$ cat src/rtl/seg_display_reader.sv
// seg_display_reader
//   Snoops a time-multiplexed, active-low 7-segment display bus and recovers
//   the hexadecimal value shown on each of four digits.
//
//   The block samples {DigitEn, Seg} on every edge. A pattern is accepted
//   only after STABLE_CYCLES consecutive identical samples. A stable run
//   produces exactly one capture, so the bus can be held without re-capturing.
//
// Parameters
//   STABLE_CYCLES : consecutive identical samples required (2..255)
// Ports
//   Clock    in   system clock, rising edge
//   Reset    in   synchronous, active-high
//   DigitEn  in   [3:0] one-hot digit select, bit i = digit i
//   Seg      in   [0:6] segments a..g, active-low, Seg[0] = a
//   Value    out  [15:0] recovered digits, digit i in Value[4i+3:4i]
//   Valid    out  all four digits captured since reset
//   Update   out  one-cycle pulse on a new or changed digit capture
//   Error    out  sticky, set on an unrecognised lit pattern
//   ErrDigit out  [1:0] digit that most recently raised Error
module seg_display_reader #(
    parameter int unsigned STABLE_CYCLES = 4
) (
    input  logic        Clock,
    input  logic        Reset,
    input  logic [3:0]  DigitEn,
    input  logic [0:6]  Seg,
    output logic [15:0] Value,
    output logic        Valid,
    output logic        Update,
    output logic        Error,
    output logic [1:0]  ErrDigit
);

    localparam logic [7:0] SAT_COUNT = 8'(STABLE_CYCLES);
    localparam logic [7:0] CAP_COUNT = 8'(STABLE_CYCLES - 1);

    logic [10:0] sample_q,    sample_d;
    logic [7:0]  count_q,     count_d;
    logic [15:0] value_q,     value_d;
    logic [3:0]  seen_q,      seen_d;
    logic        valid_q,     valid_d;
    logic        update_q,    update_d;
    logic        error_q,     error_d;
    logic [1:0]  err_digit_q, err_digit_d;

    logic [10:0] sample_in;
    logic        stable;
    logic        capture;
    logic        en_onehot;
    logic        seg_blank;
    logic        seg_hit;
    logic [3:0]  seg_nibble;
    logic [1:0]  digit_idx;
    logic [3:0]  old_nibble;

    assign sample_in = {DigitEn, Seg};
    assign stable    = (sample_in == sample_q);
    // Count saturates at STABLE_CYCLES, so only one edge per run can match.
    assign capture   = stable && (count_q == CAP_COUNT);
    assign en_onehot = (DigitEn != '0) && ((DigitEn & (DigitEn - 4'd1)) == '0);
    assign seg_blank = (Seg == '1);

    // Inverse of the nibble-to-segment decoder (abcdefg, active-low).
    always_comb begin
        seg_hit    = 1'b1;
        seg_nibble = '0;
        case (Seg)
            7'b0000001: seg_nibble = 4'h0;
            7'b1001111: seg_nibble = 4'h1;
            7'b0010010: seg_nibble = 4'h2;
            7'b0000110: seg_nibble = 4'h3;
            7'b1001100: seg_nibble = 4'h4;
            7'b0100100: seg_nibble = 4'h5;
            7'b0100000: seg_nibble = 4'h6;
            7'b0001111: seg_nibble = 4'h7;
            7'b0000000: seg_nibble = 4'h8;
            7'b0000100: seg_nibble = 4'h9;
            7'b0001000: seg_nibble = 4'hA;
            7'b1100000: seg_nibble = 4'hB;
            7'b0110001: seg_nibble = 4'hC;
            7'b1000010: seg_nibble = 4'hD;
            7'b0110000: seg_nibble = 4'hE;
            7'b0111000: seg_nibble = 4'hF;
            default:    seg_hit    = 1'b0;
        endcase
    end

    // Index is only meaningful when DigitEn is one-hot.
    always_comb begin
        digit_idx = '0;
        for (int unsigned i = 0; i < 4; i++) begin
            if (DigitEn[i]) begin
                digit_idx = 2'(i);
            end
        end
    end

    assign old_nibble = value_q[{digit_idx, 2'b00} +: 4];

    always_comb begin
        sample_d    = sample_in;
        value_d     = value_q;
        seen_d      = seen_q;
        update_d    = 1'b0;
        error_d     = error_q;
        err_digit_d = err_digit_q;

        if (!stable) begin
            count_d = 8'd1;
        end else if (count_q < SAT_COUNT) begin
            count_d = count_q + 8'd1;
        end else begin
            count_d = SAT_COUNT;
        end

        if (capture && en_onehot && !seg_blank) begin
            if (seg_hit) begin
                value_d[{digit_idx, 2'b00} +: 4] = seg_nibble;
                seen_d[digit_idx]                = 1'b1;
                update_d = (old_nibble != seg_nibble) || !seen_q[digit_idx];
            end else begin
                error_d     = 1'b1;
                err_digit_d = digit_idx;
            end
        end

        valid_d = &seen_d;
    end

    always_ff @(posedge Clock) begin
        if (Reset) begin
            sample_q    <= '0;
            count_q     <= '0;
            value_q     <= '0;
            seen_q      <= '0;
            valid_q     <= 1'b0;
            update_q    <= 1'b0;
            error_q     <= 1'b0;
            err_digit_q <= '0;
        end else begin
            sample_q    <= sample_d;
            count_q     <= count_d;
            value_q     <= value_d;
            seen_q      <= seen_d;
            valid_q     <= valid_d;
            update_q    <= update_d;
            error_q     <= error_d;
            err_digit_q <= err_digit_d;
        end
    end

    assign Value    = value_q;
    assign Valid    = valid_q;
    assign Update   = update_q;
    assign Error    = error_q;
    assign ErrDigit = err_digit_q;

endmodule

$ cat config.mk
export PLATFORM = sky130hd
export DESIGN_NAME = seg_display_reader
export DESIGN_NICKNAME = d
export VERILOG_FILES = /design/src/rtl/seg_display_reader.sv
export SDC_FILE = /design/constraint.sdc
export NUM_CORES = 1
export LEC_CHECK = 0
export BUFFER_PORTS_ARGS = -buffer_cell sky130_fd_sc_hd__clkbuf_2
export CORE_ASPECT_RATIO = 0.6
export CORE_MARGIN = 1.5
export CORE_UTILIZATION = 57
export DETAILED_ROUTE_END_ITERATION = 16
export GPL_TIMING_DRIVEN = 1
export PLACE_DENSITY = 0.76
export SLEW_MARGIN = 0
export SYNTH_ARGS = -nofsm -noshare
export SYNTH_HDL_FRONTEND = slang
export SYNTH_SLANG_ARGS = --single-unit
$ cat constraint.sdc
create_clock -name Clock -period 3.2 [get_ports Clock]
set_clock_uncertainty 0.15 [all_clocks]
set_input_delay 0.64 -clock Clock [delete_from_list [all_inputs] [get_ports Clock]]
set_output_delay 0.64 -clock Clock [all_outputs]
set_load 0.1 [all_outputs]
**After elaboration in Yosys (flattened, before gate mapping)**

Index checks and enable logic that the tools add are counted.

- Flip-flop bits (word level): 44
- Input port bits: 13
- Output and inout port bits: 21
- Logic and storage cells: 76

- Add/sub/neg operators: 3
- Order comparisons: 3
- Equal/unequal tests: 19
- Shift-type cells: 3
- Muxes and demuxes: 14
- Bitwise gates (word level): 6
- Reductions and logical operators: 18

Operators by type and width:

| operator | number |
|---|---|
| one-hot mux 4 bit (15 select lines) | 1 |
| == test 7 x 6 -> 1 bit (second input constant) | 5 |
| == test 7 bit (second input constant) | 5 |
| bitwise mux 16 bit | 1 |
| OR reduction 16 bit | 1 |
| variable shift 4 x 6 -> 16 bit (first input constant) | 1 |
| indexed part select 16 x 5 -> 4 bit | 1 |
| indexed part select 4 x 6 -> 16 bit | 1 |
| == test 7 x 3 -> 1 bit (second input constant) | 2 |
| == test 7 x 4 -> 1 bit (second input constant) | 2 |
| == test 11 bit | 1 |
| adder 8 x 1 -> 8 bit (second input constant) | 1 |
| == test 8 x 2 -> 1 bit (second input constant) | 1 |
| < comparator 8 x 3 -> 1 bit (second input constant) | 1 |
| 2-to-1 mux 4 bit | 2 |
| == test 7 x 1 -> 1 bit (second input constant) | 1 |
| == test 7 x 5 -> 1 bit (second input constant) | 1 |
| logical NOT 7 bit | 1 |
| negator 4 -> 6 bit | 1 |
| OR reduction 3 bit | 2 |
| logical AND 1 bit | 5 |
| 2-to-1 mux 1 bit | 5 |
| bitwise AND 4 bit | 1 |
| logical NOT 4 bit | 1 |
| 16 further kinds | 22 |

**Logic depth before layout (Yosys ltp)**

- Word-level depth: 11
- Depth in mapped cells: 10

**Worst setup path before layout**

OpenSTA, ideal clock, no wires.

- Path kind: input -> register
- From: input port DigitEn[1]
- To: register value_q[14] (netlist: Value[14])
- Library setup time: 0.071 ns
- Data arrival time: 2.620 ns
- Slack: 0.360 ns
- Cell stages on the path: 7
- Path buffers: 1
- Cells stage by stage: buf_2 -> a21oi_1 -> inv_1 -> ha_1 -> or3_1 -> or3b_1 -> a21oi_1

- Elaborated cells between the ends (all ways): 17
- Classes of those cells: 2 x add/sub; 1 x eq/ne; 2 x shift; 4 x mux; 1 x bitwise; 7 x reduce/logical

RTL lines:

| what | RTL line | RTL |
|---|---|---|
| start, declared | 26 | `input logic [3:0] DigitEn,` |
| 2-to-1 mux 1 bit (*) | 93 | `if (DigitEn[i]) begin` |
| 2-to-1 mux 2 bit (*) (2 in a row) | 93 |  |
| named net digit_idx[0] | 54 | `logic [1:0] digit_idx;` |
| negator 4 -> 6 bit (*) | 119 | `value_d[{digit_idx, 2'b00} +: 4] = seg_nibble;` |
| indexed part select 4 x 6 -> 16 bit or variable shift 4 x 6 -> 16 bit (tied branches) | 119 |  |
| bitwise mux 16 bit (*) | 119 |  |
| end signal, assigned | 144 | `value_q <= value_d;` |
| end, declared | 40 | `logic [15:0] value_q, value_d;` |

The timed path passes the listed nets; every way through them passes the cells marked *.
A chain may end at the register's enable or synchronous reset.

**Worst setup path after layout**

- From: input port Seg[3] (netlist name)
- To: register valid_q (netlist: Valid)

- Cells in the longest elaborated chain, start to end: 6
- Elaborated cells between the ends (all ways): 27
- Classes of those cells: 17 x eq/ne; 3 x mux; 7 x reduce/logical

Ends and longest elaborated chain:

| what | RTL line | RTL |
|---|---|---|
| start, declared | 27 | `input logic [0:6] Seg,` |
| == test 7 x 6 -> 1 bit (tied with other cells) | 68 | `case (Seg)` |
| OR reduction 16 bit (no source line) or logical AND 1 bit (tied branches) | - |  |
| 2-to-1 mux 1 bit or logical AND 1 bit (tied branches) | 68, 117 |  |
| 2-to-1 mux 4 bit or logical AND 1 bit (tied branches) | 118, 117 |  |
| 2-to-1 mux 4 bit (*) | 117 | `if (capture && en_onehot && !seg_blank) begin` |
| AND reduction 4 bit (*) | 128 | `valid_d = &seen_d;` |
| end signal, assigned | 146 | `valid_q <= valid_d;` |
| end, declared | 42 | `logic valid_q, valid_d;` |

Every way passes the cells marked *; elsewhere a longest branch is shown, timed or not.

==> results by group <==
Outcome
  • Outcome: complete, no violations

Pwr
  • Leak Pwr: 1.06 nW
  • Power density over the cells: 390 nW/um^2
  • Tot Pwr: 1.05 mW
  • Max VDD drop: a little under 300 uV

Timing
  • Final-report max-slew violation count: 0
  • F_max: 368 MHz
  • Final hold viol count: 0
  • Final period util: 0.850
  • RSZ-0062 raised after global routing: no
  • Fin worst setup slack: between 0.4 and 0.5 ns
  • Hold_ws: 0.324 ns
  • Fin crit period: 2.72 ns
  • Worst-Margin Slew: 0.555 ns
  • Final setup viols: 0
  • Setup_tns: 0 ns
  • Slew Limit Headroom: 0.627

Route
  • DRT antenna net count: 0
  • WL final: 5620 um
  • DR WL/cell: 15.2 um
  • Vias: 2100
  • DRT Pass-1 Iters: 5
  • Initial drt markers: 151
  • Via density: about 5.7
  • Drc violations: 0

Die
  • Die Area: ~4700 sq um
  • Initial Utilization: 0.594
  • Cell Rows: 18
  • # IOs: 34
  • Core outline area: 4100 sq um
  • Die width: 87.4 um
  • Die Y: 53.6 um

Worst hold path
  • Hold crit path type: flop to flop
  • Worst Hold Launch: Error$_SDFFE_PP0P_
  • Hold Path End: Error$_SDFFE_PP0P_
  • Hold path cells: 2

Logic synthesis
  • Most common cell in the netlist: dfxtp_1
  • Avg Cell Area, Syn: approximately 8.7 sq um
  • Synth Area in XOR/XNOR: 0.0673
  • Mux share of post-synthesis cell area: 0.0288
  • Seq cells post-synth: 44
  • Post-synth top area share: 0.362
  • Synthesized area: between 2000 and 2500 sq um
  • Adder-Cell Fraction of Synth Area: 0.0411
  • Ys Warns: 0
  • Post-synth top cells: 44 x dfxtp_1, 25 x nor2_1, 20 x o21ai_0, 19 x nand2_1, 15 x a21oi_1
  • Ys async rst share: 0
  • Compound-Gate Fraction of Synth Area: 0.130
  • Simple-Gate Fraction of Synth Area: 0.301
  • EDFF count, synth: 0
  • Dominant synthesized flop cell: dfxtp_1
  • Sequential area share after synthesis: 0.362
  • Synth area leader: dfxtp_1
  • Synth Instances: 279
  • Synth unique cells: a little under 50
  • Combinational family with the most area after synthesis: simple AND/OR/NAND/NOR gates
  • Top cells by area, synth: dfxtp_1 36%, xnor2_1 4.3%, ha_1 4.1%

Critical path
  • Worst R2R Start: count_q[5]$_SDFF_PP0_
  • Worst R2R Setup Slack: about 0.81 ns
  • Worst r2r path cells: 7
  • Worst EP required: 3.24 ns
  • WS Path Type: primary input to flop
  • Crit. End Element: flop
  • Worst EP arrival: 2.76 ns
  • CP Launch Point: Seg[3]
  • FF-to-FF End: Value[13]$_SDFFE_PP0P_
  • CP startpoint kind: primary input
  • Slowest cell on the critical path: or4b_1
  • Crit Path Max Fanout: 18
  • Crit path cell chain: clkbuf_2, and4_1, a32oi_1, o21ai_1, or4b_1, and2_1, a21oi_1, nor4b_1
  • Slowest cell delay on critical path: 0.74 ns

Placed design
  • Global placement routability congestion: 0.945
  • Cell Area, Placed: 2590 sq um
  • Setup WS pre-CTS: 0.194 ns
  • PortBufs: 33
  • Placed Cells: 363
  • Placed wire-length estimate: about 4100 um

Run
  • Max_cap viols: 0

Layout
  • Util after Layout: 0.654
  • Diode count: 0
  • Syn-to-layout area delta: 10.1%
  • Fin nets: 331
  • Design Area, Final: ~2700 sq um
  • Cell Count, Final, Fillers Out: ~370
  • Layout cells sized above 1: 0.180

Global routing
  • Pin count of the biggest net entering global routing: 23
  • First-pass GRT wire length: 9130 um
  • Initial antenna violation count: 0
  • GRT overflow: 0
  • Vias in the first global route: 1788
  • Tot GR Track Use: 0.261

CTS
  • CTS H-tree lvls: 2
  • TritonCTS Sinks: 44
  • Root buf cell: clkbuf_8
  • Worst-skew pair later-pin latency: about 0.30 ns
  • CTS max path bufs: 2
  • Clock Pin Slew Worst Setup and Hold Paths: approximately 0.080 ns
  • CTS tree: done
  • Resized Gates After CTS: 0
  • Hold_buf cts: 0
  • Total setup buffers inserted after CTS: 0
  • CTS Buf Count: 5
report_power, final:
group	internal, mW	total (mW)	leakage, nW	switching (mW)
Clock	0.176	0.355	0.0455	0.179
Combinational	0.0482	0.129	0.655	0.0805
Sequential	0.559	0.563	0.360	0.00467
Total	0.783	1.05	1.06	0.264
final cells by class:
| class | instances | area, sq um |
|---|---|---|
| clock buffers | 8 | 90.1 |
| well taps | 60 | 75.1 |
| multi-input cells | 215 | 1400 |
| inverters | 4 | 15.0 |
| repair buffers | 40 | 218 |
| flip-flops and latches | 44 | 881 |
| fillers | 366 | 1420 |
worst max path at each step:
stage	to	depth (start not counted)
floorplan	Value[14]$_SDFFE_PP0P_	7
global placement	Value[14]$_SDFFE_PP0P_	8
detailed placement	Valid$_SDFF_PP0_	8
CTS	Valid$_SDFF_PP0_	8
global route	Value[13]$_SDFFE_PP0P_	8
finish	Valid$_SDFF_PP0_	8
sequential cells by signal, summed over array words and instances (netlist names):
| signal | count |
|---|---|
| Value | 16 |
| sample_q | 11 |
| count_q | 8 |
| seen_q | 4 |
| ErrDigit | 2 |
| Error | 1 |
| Update | 1 |
| Valid | 1 |
logic make-up after synthesis:
logic type               count (synthesis)
buffers and inverters                   24
adder cells (fa/ha/maj)                  8
AO/OA/AOI/OAI                           54
other                                    1
XOR/XNOR                                17
AND/OR/NAND/NOR                        124
multiplexers                             7
flip-flops                              44
layer usage:
layer,up-vias,track usage,wire (um)
li1,1033,-,-
met1,990,0.414,2960
met2,69,0.340,2210
met3,8,0.0613,389
met4,0,0.0714,61
met5,-,0,0
critical path: cells and delay by family:
| kind | cells | cell delay [ns] |
|---|---|---|
| buf+inv | 1 | 0.24 |
| simple gates | 4 | 1.39 |
| compound gates | 3 | 0.48 |
cell usage in the layout, fill, tap and decap left out, types with 4 or more instances in the layout:
cell type | netlist | final
nand3b_1 | 13 | 13
nand2_1 | 19 | 19
clkbuf_2 | 0 | 33
nand3_1 | 13 | 13
clkbuf_8 | 0 | 6
ha_1 | 8 | 8
nor2b_1 | 12 | 12
inv_1 | 4 | 4
nor3_1 | 4 | 4
xnor2_1 | 12 | 12
a21oi_1 | 15 | 15
dfxtp_1 | 44 | 44
mux2i_1 | 7 | 7
nand4_1 | 4 | 4
nor2_1 | 25 | 25
conb_1 | 1 | 5
nand2b_1 | 4 | 4
and4_1 | 4 | 4
buf_4 | 3 | 7
a211oi_1 | 5 | 5
o21ai_0 | 20 | 20
No activity file was read; power rests on OpenSTA's default activity.
